[config.mk]
export PLATFORM = sky130hd
export DESIGN_NAME = datamem_arbiter
export DESIGN_NICKNAME = d
export VERILOG_FILES = /design/src/rtl/datamem_arb_pkg.sv /design/src/rtl/datamem_be_merge.sv /design/src/rtl/datamem_arbiter.sv
export SDC_FILE = /design/constraint.sdc
export NUM_CORES = 1
export LEC_CHECK = 0
export ABC_CLOCK_PERIOD_IN_PS = 3200
export CORE_AREA = 2 2 118 120
export DETAILED_ROUTE_END_ITERATION = 8
export DIE_AREA = 0 0 120 122
export PLACE_DENSITY = 0.76
export SYNTH_ARGS = -nofsm -noshare
export SYNTH_HDL_FRONTEND = slang
export SYNTH_HIERARCHICAL = 1
export SYNTH_SLANG_ARGS = --single-unit
export TNS_END_PERCENT = 30
[constraint.sdc]
create_clock -name clk -period 3.2 [get_ports clk]
set_input_delay 0.64 -clock clk [delete_from_list [all_inputs] [get_ports clk]]
set_output_delay 0.64 -clock clk [all_outputs]
set_load 0.05 [all_outputs]
[src/rtl/datamem_arb_pkg.sv]
// datamem_arb_pkg: shared types and helpers for the data-memory arbiter.
//   port_t    : requester identity (P0 = CPU load/store unit, P1 = DMA/loader)
//   PKG_DW    : default data width; BE_W is the matching byte-enable width
//   be_merge  : byte-wise merge of a store into an existing word (default width)
// Configuration macro used by the arbiter: DATAMEM_ARB_RR_EN (round-robin).
package datamem_arb_pkg;

    typedef enum logic {P0 = 1'b0, P1 = 1'b1} port_t;

    localparam int PKG_DW = 32;
    localparam int BE_W   = PKG_DW / 8;

    // Byte i of the result comes from new_word when be[i] is set, else from old_word.
    function automatic logic [PKG_DW-1:0] be_merge(input logic [PKG_DW-1:0] old_word,
                                                   input logic [PKG_DW-1:0] new_word,
                                                   input logic [BE_W-1:0]   be);
        logic [PKG_DW-1:0] res;
        res = old_word;
        for (int i = 0; i < BE_W; i++) begin
            if (be[i]) res[8*i +: 8] = new_word[8*i +: 8];
        end
        return res;
    endfunction

endpackage

[src/rtl/datamem_be_merge.sv]
// datamem_be_merge: combinational byte merge on the memory write path.
//   old_word  in  DW    current memory word (combinational read data)
//   new_word  in  DW    store data from the granted requester
//   be        in  DW/8  byte enables
//   merged    out DW    full word written to memory
module datamem_be_merge #(
    parameter int DATA_WIDTH = 32
) (
    input  logic [DATA_WIDTH-1:0]   old_word,
    input  logic [DATA_WIDTH-1:0]   new_word,
    input  logic [DATA_WIDTH/8-1:0] be,
    output logic [DATA_WIDTH-1:0]   merged
);

    for (genvar i = 0; i < DATA_WIDTH/8; i++) begin : g_byte
        assign merged[8*i +: 8] = be[i] ? new_word[8*i +: 8] : old_word[8*i +: 8];
    end

endmodule

[src/rtl/datamem_arbiter.sv]
// datamem_arbiter: shares a single-port data memory between the CPU (port 0)
// and the DMA/loader (port 1). At most one access is granted per cycle; stores
// are merged against the current word so the memory only sees full-word writes;
// load data is returned registered one cycle after the grant.
//   clk, rst_n              clock, synchronous active-low reset
//   p{0,1}_req/we/addr/wdata/be  request (held until gnt)
//   p{0,1}_gnt              combinational accept
//   p{0,1}_rvalid/rdata     registered load response
//   mem_we/mem_a/mem_wd     memory drive; mem_rd combinational read data
// Macro DATAMEM_ARB_RR_EN: round-robin arbitration instead of fixed priority
// with MAX_WAIT anti-starvation.
module datamem_arbiter
    import datamem_arb_pkg::*;
#(
    parameter int ADDRESS_WIDTH = 32,
    parameter int DATA_WIDTH    = 32,
    parameter int MAX_WAIT      = 4
) (
    input  logic                      clk,
    input  logic                      rst_n,
    input  logic                      p0_req,
    input  logic                      p0_we,
    input  logic [ADDRESS_WIDTH-1:0]  p0_addr,
    input  logic [DATA_WIDTH-1:0]     p0_wdata,
    input  logic [DATA_WIDTH/8-1:0]   p0_be,
    output logic                      p0_gnt,
    output logic                      p0_rvalid,
    output logic [DATA_WIDTH-1:0]     p0_rdata,
    input  logic                      p1_req,
    input  logic                      p1_we,
    input  logic [ADDRESS_WIDTH-1:0]  p1_addr,
    input  logic [DATA_WIDTH-1:0]     p1_wdata,
    input  logic [DATA_WIDTH/8-1:0]   p1_be,
    output logic                      p1_gnt,
    output logic                      p1_rvalid,
    output logic [DATA_WIDTH-1:0]     p1_rdata,
    output logic                      mem_we,
    output logic [ADDRESS_WIDTH-1:0]  mem_a,
    output logic [DATA_WIDTH-1:0]     mem_wd,
    input  logic [DATA_WIDTH-1:0]     mem_rd
);

    logic                    sel_p1;
    logic [DATA_WIDTH-1:0]   sel_wdata;
    logic [DATA_WIDTH/8-1:0] sel_be;

`ifdef DATAMEM_ARB_RR_EN
    // Round-robin: on contention the port that was not granted last wins.
    port_t last_gnt;

    assign sel_p1 = p1_req & (~p0_req | (last_gnt == P0));

    always_ff @(posedge clk) begin
        if (!rst_n)      last_gnt <= P1;
        else if (p0_gnt) last_gnt <= P0;
        else if (p1_gnt) last_gnt <= P1;
    end
`else
    // Fixed priority P0 > P1; a P1 refused MAX_WAIT times in a row is forced through.
    localparam int WCW = ($clog2(MAX_WAIT + 1) > 0) ? $clog2(MAX_WAIT + 1) : 1;
    logic [WCW-1:0] wait_cnt;

    assign sel_p1 = p1_req & (~p0_req | (wait_cnt == WCW'(MAX_WAIT)));

    always_ff @(posedge clk) begin
        if (!rst_n || !p1_req || p1_gnt) wait_cnt <= '0;
        else if (wait_cnt != WCW'(MAX_WAIT)) wait_cnt <= wait_cnt + 1'b1;
    end
`endif

    // Grants are held off during reset so nothing commits on the reset edge.
    assign p1_gnt = rst_n & sel_p1;
    assign p0_gnt = rst_n & p0_req & ~sel_p1;

    assign mem_a     = sel_p1 ? p1_addr  : p0_addr;
    assign sel_wdata = sel_p1 ? p1_wdata : p0_wdata;
    assign sel_be    = sel_p1 ? p1_be    : p0_be;
    assign mem_we    = (p0_gnt & p0_we) | (p1_gnt & p1_we);

    datamem_be_merge #(.DATA_WIDTH(DATA_WIDTH)) u_be_merge (
        .old_word (mem_rd),
        .new_word (sel_wdata),
        .be       (sel_be),
        .merged   (mem_wd)
    );

    // Load responses: capture the combinational read on the grant edge.
    always_ff @(posedge clk) begin
        if (!rst_n) begin
            p0_rvalid <= 1'b0;
            p1_rvalid <= 1'b0;
            p0_rdata  <= '0;
            p1_rdata  <= '0;
        end else begin
            p0_rvalid <= p0_gnt & ~p0_we;
            p1_rvalid <= p1_gnt & ~p1_we;
            if (p0_gnt && !p0_we) p0_rdata <= mem_rd;
            if (p1_gnt && !p1_we) p1_rdata <= mem_rd;
        end
    end

endmodule
Yosys cells after proc, flatten, opt, wreduce, memory -nomap -nowiden
Index checks and enable logic that the tools add are counted.
Operators by class
  order comparisons: 0
  reductions and logical operators: 8
  eq/ne operators: 2
  shifts and indexed selects: 0
  add/subtract/negate cells: 1
  bitwise logic cells: 14
  $mul: 0
  divide/modulo/power cells: 0
  muxes and demuxes: 7
Operators by type and width (count)
  32-bit two-way mux: 2
  8-bit two-way mux: 4
  1-bit bitwise AND: 8
  1-bit zero test: 4
  4-bit two-way mux: 1
  1-bit NOT: 4
  3-bit by 1-bit adder with 3-bit output (second input constant): 1
  3-bit equality test (second input constant): 1
  3-bit inequality test (second input constant): 1
  1-bit logical AND: 2
  1-bit logical OR: 2
  1-bit bitwise OR: 2
Word-level totals
  word-level logic and storage cells: 37
  output and inout bits: 133
  bits in read-only memories: 0
  memories kept: 0
  memory bits (writable): 0
  register bits: 69
  bits in latches: 0

Depth between registers and ports, before layout
  depth in word-level cells: 7
  mapped depth: 9

Modules after synthesis
The synthesis kept the hierarchy.
By module, submodules not included
  datamem_arbiter: cells an instance 382, seq. area each 1381.3 µm², area each 3928.8 µm², times used 1
  datamem_be_merge: cells an instance 36, seq. area each 0.0 µm², area each 525.5 µm², times used 1

Worst setup path before layout
Ideal clock, no wire load.
  kind: input to output
  start point: in rst_n
  end point: out mem_we
  slack: 514 ps
  data arrival time: 2046 ps
  stages on the path: 5
  path through: buf_6 -> buf_2 -> clkbuf_1 -> nand2_1 -> mux2i_1
On the way
  longest elaborated chain between the ends: 4
  elaborated cells between the ends (all ways): 6
RTL lines
  from (decl): line datamem_arbiter.sv:20  | input logic rst_n,
  1-bit bitwise AND (2 in a row): line datamem_arbiter.sv:73  | assign p0_gnt = rst_n & p0_req & ~sel_p1;
  1-bit bitwise AND: line datamem_arbiter.sv:78  | assign mem_we = (p0_gnt & p0_we) | (p1_gnt & p1_we);
  1-bit bitwise OR *: line datamem_arbiter.sv:78
  to (decl): line datamem_arbiter.sv:37  | output logic mem_we,
Mark *: on every way between the ends. The rest lies on a longest branch, timed or not.

Final worst setup path
  start point: in p1_req
  end point: out mem_wd[7]
On the way
  longest elaborated chain between the ends: 3
  elaborated cells between the ends (all ways): 4
RTL lines
  from (decl): line datamem_arbiter.sv:29  | input logic p1_req,
  1-bit bitwise AND: line datamem_arbiter.sv:63  | assign sel_p1 = p1_req & (~p0_req | (wait_cnt == WCW'(MAX_WAIT)));
  4-bit two-way mux: line datamem_arbiter.sv:77  | assign sel_be = sel_p1 ? p1_be : p0_be;
  named net sel_be[0]: line datamem_arbiter.sv:45  | logic [DATA_WIDTH/8-1:0] sel_be;
  8-bit two-way mux: line datamem_be_merge.sv:16  | assign merged[8*i +: 8] = be[i] ? new_word[8*i +: 8] : old_word[8*i +: 8];
  to (decl): line datamem_arbiter.sv:39  | output logic [DATA_WIDTH-1:0] mem_wd,
The timed path passes the listed nets, and every way through them passes these cells.

==> results <==
-- synthesized netlist by cell type (all sizes together) --
| cell type | number | share of area [%] |
|---|---|---|
| and3 | 4 | 0.56 |
| and2 | 1 | 0.14 |
| mux2 | 100 | 34 |
| buf | 23 | 5.6 |
| mux2i | 34 | 7.6 |
| clkbuf | 11 | 0.93 |
| a21bo | 1 | 0.22 |
| and3b | 1 | 0.20 |
| inv | 35 | 2.9 |
| a211oi | 1 | 0.45 |
| ha | 2 | 0.56 |
| nand3 | 34 | 3.8 |
| nand2 | 67 | 5.9 |
| o21ai | 32 | 6.0 |
| nor3b | 1 | 0.17 |
| nor2 | 2 | 0.17 |
| dfxtp | 69 | 31 |
-- timing repair --
action / in CTS / in global routing
gates resized for setup: 0 / 1
setup endpoints to repair: 0 / 13
hold buffers: 0 / 0
hold endpoints to repair: 0 / 0
setup buffers: 0 / 0
-- stage by stage --
step	cell area (um^2)	util, %	worst slack (ps)
final	8103	60.00	98.18
after floorplan	4454	-	514.2
after CTS	8097	59.96	16.03
after global placement	7779	57.60	68.69
after detailed placement	7779	57.60	16.33
after global routing	8103	60.00	52.91
-- metal layers --
metal	vias to the layer above	global-route usage [%]	part of all wire [%]
li1	2009	-	-
met1	1990	21.40	37
met2	184	39.17	54
met3	27	5.805	7.1
met4	0	6.618	2.2
met5	-	0	0
-- final cells by class --
class	count	share of cell area, %
repair buffers	321	41.74
multi-input cells	280	32.86
flip-flops and latches	69	17.05
clock buffers	11	2.872
well taps	180	2.779
inverters	35	1.621
clock inverters	5	1.050
diodes	1	0.03088
-- cell families after synthesis --
| group | count (synthesis) | synth area share [%] |
|---|---|---|
| mux | 134 | 41.26 |
| simple gates | 110 | 10.93 |
| fa+ha+maj | 2 | 0.5617 |
| flops | 69 | 31.01 |
| buf+inv | 69 | 9.522 |
| compound gates | 34 | 6.713 |
-- power breakdown --
group / internal (uW) / total (uW) / switching [uW]
logic: 618 / 1270 / 656
clock network: 685 / 1050 / 366
registers: 898 / 918 / 19.7
-- sequential cells by signal, summed over array words and instances, names as in the netlist --
name,flops
p0_rdata,32
p1_rvalid,1
wait_cnt,3
p1_rdata,32
p0_rvalid,1
-- path summary, 6_finish.rpt --
check | from | end | slack, ps | cells past startpoint
min reg2reg | p1_rdata[19]$_SDFFE_PN0P_ | p1_rdata[19]$_SDFFE_PN0P_ | 450 | 2
max | p1_req | mem_wd[7] | 100 | 6
min | p1_rdata[19]$_SDFFE_PN0P_ | p1_rdata[19]$_SDFFE_PN0P_ | 450 | 2
max reg2reg | wait_cnt[0]$_SDFFE_PP0N_ | p1_rdata[3]$_SDFFE_PN0P_ | 1540 | 6
-- worst min-delay path, delay by kind of cell, from the launching register on --
kind          cells  cell delay (ps)
mux               1               50
simple gates      1               50
flops             1              300
==> flow_summary.ini <==
[clock_tree]
cts_buffers = 9
clk_pin_slew_ps = 60
cts.sinks = 69
cts_tree = built
cts_max_level = 3
root_buffer = clkbuf_16
clock_latency_ps = 320
clockBufferDepth = 2

[synthesis]
synth_fp_nets = 594
syn_inst = 418
syn-mean-instance-area_um2 = 10.66
seq_area_frac_synth_pct = 31.01
synth_area_mm2 = 0.004454
ys_ff_latch = 69
synth_cell_types = 23
yosysWarnings = 6

[critical_path]
path_max_fanout = 15
critPathBufInv = 3
worstSetupPathType = input port to output pin
critPathMostFrequentCell = mux2_4
crit_path_cell_trace = clkdlybuf4s50_1 > a21bo_4 > buf_12 > mux2_4 > mux2_4 > buf_4
cp_top_family = buffers and inverters
slowest_stage = clkdlybuf4s50_1
max_stage_delay_ps = 480
cp.arrival_ps = 2460
end_kind = output pin
cp-start-kind = input port
critPathRequiredTime_ps = 2560

[floorplan]
die_width_um = 120
dieHeight_um = 122
die_area_mm2 = 0.01464
core_mm2 = 0.01350
initial_core_util_pct = 32.98
io_pins = 307
row_count = 43

[drt]
vias_per_cell = 4.667
vias = 4210
ant_nets = 0
finalWirelength_um = 15210
wire_per_inst_um = 16.86
drt-initial-drc-count = 134
dr.pass1.iters = 4
drcViolationCount = 0

[sta]
fmax_ghz = 0.3224
relSlewSlack_pct = 59.44
hold_viol = 0
maxSlewViolCount = 0
layout_min_cycle_time_ps = 3102
setup_viol = 0
holdWs_ps = 453.0
setup_tns_ps = 0
grt_setup_unrepaired = false
fin_crit_sh_pct = 96.93
fin_skew_ps = 6.998
tightest_slew_ps = 606.5

[place]
io_buffers = 306
dpl.hpwl_um = 12180
finalWeightedCongestion = 0.8156
placedCellCount = 885

[cells_and_area]
most-common-layout-cells = clkdlybuf4s50_1 (238), mux2_4 (99), dfxtp_1 (69)
area_growth_pct = 81.91
fin_cells = 902
final_nets = 892
multiInputGateArea_mm2 = 0.002663
regArea_mm2 = 0.001381
final_common_cell = clkdlybuf4s50_1
num-fill-cells = 1128
drive_gt1_share_pct = 32.18

[outcome]
status = finished, final reports clean

[global_route]
grt_max_degree = 46
grt_pass1_vias = 4493
grt_pass1_wl_um = 23580
grt_usage_pct = 20.46
grt_overflow_total = 0
grt_antenna_before_repair = 1

[power_and_ir_drop]
p_total_uw = 3243
leakage_uw = 0.003551
peakVddDrop_mv = 0.1979
powerDensity_mw_per_mm2 = 400.2

[worst_hold_path]
min_path_type = register to register

[run]
drv_cap = 0
Power figures use the tool's default switching activity.
